===== src/rtl/pe_ws_param_if.sv =====
// Neighbour-facing bus of the weight-stationary PE: west/north inputs, east/south outputs,
// plus per-cycle control and the sticky saturation status.
interface pe_ws_param_if #(
    parameter int unsigned DATA_W = 8,
    parameter int unsigned ACC_W  = 32
) ();

    logic              enable_cycle;
    logic              load_W;
    logic              swap_W;
    logic              sat_en;
    logic [DATA_W-1:0] data_in;
    logic              data_valid_in;
    logic [ACC_W-1:0]  psum_in;
    logic [DATA_W-1:0] data_out;
    logic              data_valid_out;
    logic [ACC_W-1:0]  psum_out;
    logic              psum_valid_out;
    logic              sat_flag;

    // Driver side (array controller or neighbouring PEs).
    modport master (
        output enable_cycle, load_W, swap_W, sat_en, data_in, data_valid_in, psum_in,
        input  data_out, data_valid_out, psum_out, psum_valid_out, sat_flag
    );

    // PE side.
    modport slave (
        input  enable_cycle, load_W, swap_W, sat_en, data_in, data_valid_in, psum_in,
        output data_out, data_valid_out, psum_out, psum_valid_out, sat_flag
    );

endinterface


===== src/rtl/pe_ws_param.sv =====
// Weight-stationary systolic PE: double-buffered weight, two-stage multiply/accumulate,
// optional saturating accumulate with a sticky overflow flag.
module pe_ws_param #(
    parameter int unsigned DATA_W = 8,
    parameter int unsigned ACC_W  = 32,
    parameter bit          SIGNED = 1'b0
) (
    input  logic         clk,
    input  logic         rst_n,
    pe_ws_param_if.slave bus
);

    localparam int unsigned ProdW = 2 * DATA_W;

    logic [DATA_W-1:0] data_out_q;
    logic              data_valid_out_q;
    logic [DATA_W-1:0] shadow_w_q;
    logic [DATA_W-1:0] active_w_q;
    logic [ProdW-1:0]  prod_q;
    logic [ACC_W-1:0]  psum_in_q;
    logic              v1_q;
    logic [ACC_W-1:0]  psum_out_q;
    logic              psum_valid_out_q;
    logic              sat_flag_q;

    logic                    compute_beat;
    logic signed [DATA_W:0]  mul_a;
    logic signed [DATA_W:0]  mul_b;
    logic signed [ProdW+1:0] mul_full;
    logic [ProdW-1:0]        prod_d;
    logic [ACC_W-1:0]        prod_ext;
    logic [ACC_W:0]          sum_wide;
    logic [ACC_W-1:0]        sum_d;
    logic                    overflow;
    logic                    sat_hit;
    logic [ACC_W-1:0]        clamp_val;

    assign compute_beat = bus.data_valid_in & ~bus.load_W;

    // One extra bit of sign/zero extension lets a single signed multiplier serve both modes.
    always_comb begin
        mul_a    = {SIGNED & bus.data_in[DATA_W-1], bus.data_in};
        mul_b    = {SIGNED & active_w_q[DATA_W-1], active_w_q};
        mul_full = mul_a * mul_b;
        prod_d   = mul_full[ProdW-1:0];
    end

    generate
        if (ACC_W > ProdW) begin : g_ext
            assign prod_ext = {{(ACC_W - ProdW){SIGNED & prod_q[ProdW-1]}}, prod_q};
        end else begin : g_noext
            assign prod_ext = prod_q[ACC_W-1:0];
        end
    endgenerate

    assign sum_wide = {1'b0, psum_in_q} + {1'b0, prod_ext};

    always_comb begin
        sum_d     = sum_wide[ACC_W-1:0];
        overflow  = 1'b0;
        clamp_val = '1;
        sat_hit   = 1'b0;
        if (SIGNED) begin
            // Signed overflow: operands agree in sign, result does not.
            overflow  = (psum_in_q[ACC_W-1] == prod_ext[ACC_W-1]) &&
                        (sum_d[ACC_W-1] != psum_in_q[ACC_W-1]);
            clamp_val = psum_in_q[ACC_W-1] ? {1'b1, {(ACC_W - 1){1'b0}}}
                                           : {1'b0, {(ACC_W - 1){1'b1}}};
        end else begin
            overflow  = sum_wide[ACC_W];
            clamp_val = '1;
        end
        if (bus.sat_en && overflow) begin
            sum_d   = clamp_val;
            sat_hit = 1'b1;
        end
    end

    always_ff @(posedge clk or negedge rst_n) begin
        if (!rst_n) begin
            data_out_q       <= '0;
            data_valid_out_q <= 1'b0;
            shadow_w_q       <= '0;
            active_w_q       <= '0;
            prod_q           <= '0;
            psum_in_q        <= '0;
            v1_q             <= 1'b0;
            psum_out_q       <= '0;
            psum_valid_out_q <= 1'b0;
            sat_flag_q       <= 1'b0;
        end else if (bus.enable_cycle) begin
            data_out_q       <= bus.data_in;
            data_valid_out_q <= bus.data_valid_in;
            if (bus.load_W && bus.data_valid_in) begin
                shadow_w_q <= bus.data_in;
            end
            // Reads the pre-edge shadow, so a simultaneous load does not leak through.
            if (bus.swap_W) begin
                active_w_q <= shadow_w_q;
            end
            prod_q           <= prod_d;
            psum_in_q        <= bus.psum_in;
            v1_q             <= compute_beat;
            psum_valid_out_q <= v1_q;
            if (v1_q) begin
                psum_out_q <= sum_d;
                if (sat_hit) begin
                    sat_flag_q <= 1'b1;
                end
            end
        end
    end

    assign bus.data_out       = data_out_q;
    assign bus.data_valid_out = data_valid_out_q;
    assign bus.psum_out       = psum_out_q;
    assign bus.psum_valid_out = psum_valid_out_q;
    assign bus.sat_flag       = sat_flag_q;

endmodule


===== src/flat_wrapper.sv =====
// flat-port wrapper written by rule: the top's interface ports become plain ports
module pe_ws_param_flat 
#(
    parameter int unsigned DATA_W = 8,
    parameter int unsigned ACC_W  = 32,
    parameter bit          SIGNED = 1'b0
)
  (clk, rst_n, bus_enable_cycle, bus_load_W, bus_swap_W, bus_sat_en, bus_data_in, bus_data_valid_in, bus_psum_in, bus_data_out, bus_data_valid_out, bus_psum_out, bus_psum_valid_out, bus_sat_flag);
  pe_ws_param_if #(.DATA_W(DATA_W), .ACC_W(ACC_W)) bus_i ();
  input  logic clk;
  input  logic rst_n;
  input wire logic [$bits(bus_i.enable_cycle)-1:0] bus_enable_cycle;
  input wire logic [$bits(bus_i.load_W)-1:0] bus_load_W;
  input wire logic [$bits(bus_i.swap_W)-1:0] bus_swap_W;
  input wire logic [$bits(bus_i.sat_en)-1:0] bus_sat_en;
  input wire logic [$bits(bus_i.data_in)-1:0] bus_data_in;
  input wire logic [$bits(bus_i.data_valid_in)-1:0] bus_data_valid_in;
  input wire logic [$bits(bus_i.psum_in)-1:0] bus_psum_in;
  output wire logic [$bits(bus_i.data_out)-1:0] bus_data_out;
  output wire logic [$bits(bus_i.data_valid_out)-1:0] bus_data_valid_out;
  output wire logic [$bits(bus_i.psum_out)-1:0] bus_psum_out;
  output wire logic [$bits(bus_i.psum_valid_out)-1:0] bus_psum_valid_out;
  output wire logic [$bits(bus_i.sat_flag)-1:0] bus_sat_flag;
  assign bus_i.enable_cycle = bus_enable_cycle;
  assign bus_i.load_W = bus_load_W;
  assign bus_i.swap_W = bus_swap_W;
  assign bus_i.sat_en = bus_sat_en;
  assign bus_i.data_in = bus_data_in;
  assign bus_i.data_valid_in = bus_data_valid_in;
  assign bus_i.psum_in = bus_psum_in;
  assign bus_data_out = bus_i.data_out;
  assign bus_data_valid_out = bus_i.data_valid_out;
  assign bus_psum_out = bus_i.psum_out;
  assign bus_psum_valid_out = bus_i.psum_valid_out;
  assign bus_sat_flag = bus_i.sat_flag;
  pe_ws_param #(.DATA_W(DATA_W), .ACC_W(ACC_W), .SIGNED(SIGNED)) u_core (.clk(clk), .rst_n(rst_n), .bus(bus_i));
endmodule

===== config.mk =====
export PLATFORM = sky130hd
export DESIGN_NAME = pe_ws_param_flat
export DESIGN_NICKNAME = d
export VERILOG_FILES = /design/src/rtl/pe_ws_param_if.sv /design/src/rtl/pe_ws_param.sv /design/src/flat_wrapper.sv
export SDC_FILE = /design/constraint.sdc
export NUM_CORES = 1
export LEC_CHECK = 0
export CAP_MARGIN = 20
export CORE_AREA = 2 2 157 97
export DETAILED_ROUTE_END_ITERATION = 7
export DIE_AREA = 0 0 159 99
export PLACE_DENSITY = 0.85
export SYNTH_ARGS = -nofsm -noshare
export SYNTH_HDL_FRONTEND = slang
export SYNTH_SLANG_ARGS = --single-unit
export TNS_END_PERCENT = 30

===== constraint.sdc =====
create_clock -name clk -period 4.3 [get_ports clk]
set_clock_uncertainty 0.05 [all_clocks]
set_input_delay 0.86 -clock clk [delete_from_list [all_inputs] [get_ports clk]]
set_output_delay 0.86 -clock clk [all_outputs]
set_load 0.01 [all_outputs]

# After elaboration in Yosys (flattened, before gate mapping)
# Index checks and enable logic that the tools add are counted.
# classes
n_addsub,1
n_mul,1
muxes,2
bitwise_logic,2
n_reduce_logical,6
# ops
operator,n
32-bit by 16-bit adder with 33-bit output,1
32-bit two-way mux,1
8-bit by 8-bit multiplier with 16-bit output,1
2-bit AND reduction,3
3-bit AND reduction,1
1-bit logical AND,2
1-bit bitwise AND,1
1-bit two-way mux,1
1-bit NOT,1
# word_totals
regBits,108
input_bits,47
word_cells,22

# Logic depth before layout (Yosys ltp)
# depth
word_depth,4
ltp_mapped,17

# Worst setup path before layout
# OpenSTA, ideal clock, no wires.
# synth_timing
kind,input to register
start,input bus_data_in[5]
end,register u_core.prod_q[14]
setup_ns,0.070
t_arrival_ns,4.799
t_required_ns,4.180
setup_slack_ns,-0.619
cell_stages,15
n_path_buf,1
path_cell_list,clkbuf_1 > and2_1 > fa_1 > fa_1 > fa_1 > inv_1 > fa_1 > inv_1 > ha_1 > o21a_1 > o21ai_0 > o21bai_1 > nor3_1 > or4b_2 > nand3_1
# synth_between
elab_chain_len,1
# synth_rtl
item,line,text
from (decl),flat_wrapper.sv:16,input wire logic [$bits(bus_i.data_in)-1:0] bus_data_in;
8-bit by 8-bit multiplier with 16-bit output,pe_ws_param.sv:44,mul_full = mul_a * mul_b;
to (signal assigned),pe_ws_param.sv:101,prod_q <= prod_d;
to (decl),pe_ws_param.sv:19,logic [ProdW-1:0] prod_q;
# No other way between the ends.
# A chain may end at the register's enable or synchronous reset.

# Final worst setup path
# layout_timing
start,input bus_data_in[3]
end,register u_core.prod_q[14]
# The elaborated chain is that of the path after synthesis.

==> flow_summary_export.csv <==
group,metric,value,unit
outcome,status,"complete, but fails checks",
critical_path,crit_arrival,4.54,ns
drt,routed_wl,16500,um
cts,clock_tree.buffer_depth,2,
drt,ant_nets,0,
yosys,synth_common_cells,"dfrtp_1, mux2_2, inv_1",
critical_path,worst-endpoint-required,4.54,ns
critical_path,worst_setup_path_start_kind,"input port",
drt,drc,0,
sta,fin_hold_ws,0.436,ns
place,numPortBuffers,89,
power,power_density,780,nW/um^2
sta,slew_violations,0,
yosys,synth-async-reset-ratio,100,%
sta,finalHoldViolations,0,
sta,relSlewSlack,53.8,%
yosys,synth_edf_count,0,
floorplanning,die-area,15700,um^2
sta,finalCritPeriodShare,100,%
yosys,ys.flop_type,"dfrtp_1",
place,hpwl,12400,um
yosys,synth_area,7170,um^2
critical_path,path_class,"in2reg",
sta,setup_ws,-0.00518,ns
final_layout,finish.utilization,63.1,%
yosys,ys_top_cells_by_area,"dfrtp_1, mux2_2, fa_1",
final_layout,nets,929,
cts,path_clk_slew,0.08,ns
critical_path,crit_family,"adder cells",
floorplanning,die_h,99,um
yosys,yosysMostFrequentCell,"dfrtp_1",
floorplanning,start_util,50.1,%
global_route,grt_pass1_vias,5553,
yosys,synth_fp_nets,803,
critical_path,cp-end-kind,"flip-flop",
drt,num_vias,5362,
power,p_total,7.04,mW
floorplanning,chipWidth,159,um
yosys,netlist_instances,667,
critical_path,path_cells,"buf_4 -> and2_4 -> fa_1 -> fa_1 -> fa_1 -> inv_2 -> fa_1 -> inv_2 -> ha_4 -> o21a_1 -> o21ai_2 -> o21bai_2 -> nor3_2 -> or4b_4 -> nand3_2",
hold_path,min_path_type,"reg2reg",
final_layout,final_cells,996,
sta,rsz0062_at_grt,"yes",
sta,fin_crit,4.31,ns
outcome,violations,"negative setup slack",
drt,firstDrtPassIters,4,
floorplanning,rows,34,
yosys,ys_warn_count,0,
global_route,antenna_found_initial,0,
global_route,grt_max_degree,56,
drt,vias_per_cell,5.38,
cts,htree_levels,3,
global_route,overflow,0,
yosys,synth_top_cell_by_area,"dfrtp_1",
cts,cts_tree,"done",
yosys,synth-seq-cells,108,
floorplanning,io_pins,90,
yosys,yosysUniqueCellTypes,57,
final_layout,syn_to_final_growth,25.9,%
critical_path,cpPeakStageDelay,0.55,ns
yosys,avgSynthCellArea,10.7,um^2
yosys,synth_top_area_share,37.7,%
global_route,grt_first_pass_wirelength,28300,um
flow_run,cap_violations,0,
drt,drt_iter0_markers,316,
sta,max_slew.worst_pin.slew,0.692,ns
place,routabilityCongestion,0.856,
final_layout,diodes,0,
power,irDropWorstVdd,0.711,mV
power,p_leak,4.09,nW
final_layout,num-fill-cells,1099,
yosys,ys_seq_area_share,37.7,%
cts,cts_buffers,9,
drt,wire_per_inst,16.6,um
cts,ctsHoldBuffers,0,
cts,cts_root_buf,"clkbuf_16",
critical_path,critPathMaxFanout,8,
critical_path,cp_common_cell,"fa_1",
sta,setup_viol,1,
sta,fmax,232,MHz
critical_path,crit_buf_inv,3,
place,dp.cells,976,
cts,cts_num_sinks,108,
global_route,grt_use_total,22.5,%
critical_path,cp_slowest_cell,"fa_1",
floorplanning,core-area,14300,um^2
final_layout,layout-drive-gt1-share,24.3,%
cts,clkLatencyLatePin,0.36,ns
-- sequential cells by signal, summed over array words and instances (netlist names) --
| register | cells |
|---|---|
| u_core.bus.psum_valid_out | 1 |
| u_core.shadow_w_q | 8 |
| u_core.bus.data_valid_out | 1 |
| u_core.bus.psum_out | 32 |
| u_core.active_w_q | 8 |
| u_core.prod_q | 16 |
| u_core.bus.sat_flag | 1 |
| u_core.bus.data_out | 8 |
| u_core.psum_in_q | 32 |
| u_core.v1_q | 1 |
-- timing repair --
item                       CTS  global route
cloned                       0             0
hold endpoints to repair     0             0
setup endpoints to repair   10             8
pin swaps                   21             2
buffers inserted             3             1
gates resized for setup     52            14
-- placed cells by master, fill, tap and decap left out, drive strengths merged, types with 3 or more instances in the layout --
| master | n |
|---|---|
| xnor2 | 17 |
| clkbuf | 9 |
| dfrtp | 108 |
| nor2 | 37 |
| a31o | 3 |
| mux2 | 67 |
| fa | 37 |
| o21bai | 5 |
| nor3 | 8 |
| clkdlybuf4s50 | 79 |
| a211oi | 3 |
| a21o | 8 |
| o31ai | 3 |
| a31oi | 14 |
| ha | 52 |
| buf | 52 |
| o211ai | 4 |
| inv | 62 |
| clkinv | 4 |
| o21a | 3 |
| nand2b | 5 |
| xor2 | 19 |
| nand2 | 37 |
| a21oi | 40 |
| nand3 | 9 |
| and3 | 8 |
| o21ai | 25 |
| and2 | 54 |
-- final timing paths --
| path | end | depth (start not counted) | slack, ns | from |
|---|---|---|---|---|
| setup / recovery | u_core.prod_q[14]$_DFFE_PN0P_ | 15 | -0.005 | bus_data_in[3] |
| hold / removal | u_core.bus.sat_flag$_DFFE_PN0P_ | 1 | 0.44 | u_core.bus.sat_flag$_DFFE_PN0P_ |
| setup reg to reg | u_core.prod_q[14]$_DFFE_PN0P_ | 15 | 0.04 | u_core.active_w_q[2]$_DFFE_PN0P_ |
| hold reg to reg | u_core.bus.sat_flag$_DFFE_PN0P_ | 1 | 0.44 | u_core.bus.sat_flag$_DFFE_PN0P_ |
| max in group asynchronous | u_core.psum_in_q[16]$_DFFE_PN0P_ | 2 | 2.86 | rst_n |
| min in group asynchronous | u_core.bus.data_out[3]$_DFFE_PN0P_ | 1 | 0.49 | rst_n |
-- layer usage --
metal	GRT usage [%]	wire [um]
met3	4.80	918
met4	4.27	121
met2	35.0	7280
met1	33.1	8230
met5	0	0
-- kinds of logic after synthesis --
kind of cell             count (synthesis)  synth area share, %
adder cells (fa/ha/maj)                 89                 19.4
AND/OR/NAND/NOR                        167                 12.1
flip-flops                             108                 37.7
buffers and inverters                   77                 4.24
AO/OA/AOI/OAI                          121                 11.3
multiplexers                            69                 10.8
XOR/XNOR                                36                 4.40
-- where the power goes --
part	internal [mW]	switching [mW]
clock	0.469	0.415
combinational	2.42	2.23
sequential	1.29	0.211
total	4.18	2.86
-- layout make-up --
type | count | area, um^2 | area share, %
clock buffers | 9 | 225 | 2.50
clock inverters | 7 | 95.1 | 1.05
well taps | 198 | 248 | 2.75
flip-flops and latches | 108 | 2710 | 30.0
multi-input cells | 482 | 4330 | 48.0
repair buffers | 132 | 1190 | 13.2
inverters | 60 | 225 | 2.50
-- stage by stage --
step	area, um^2	setup WS [ns]	setup TNS [ns]
after global routing	9020	-0.139	-0.698
final	9020	-0.00518	-0.00518
after CTS	8970	-0.0177	-0.0177
after floorplan	7270	-0.254	-0.787
after detailed placement	8590	-0.960	-7.77
after global placement	8590	-0.898	-7.07
No activity file was read; power rests on OpenSTA's default activity.
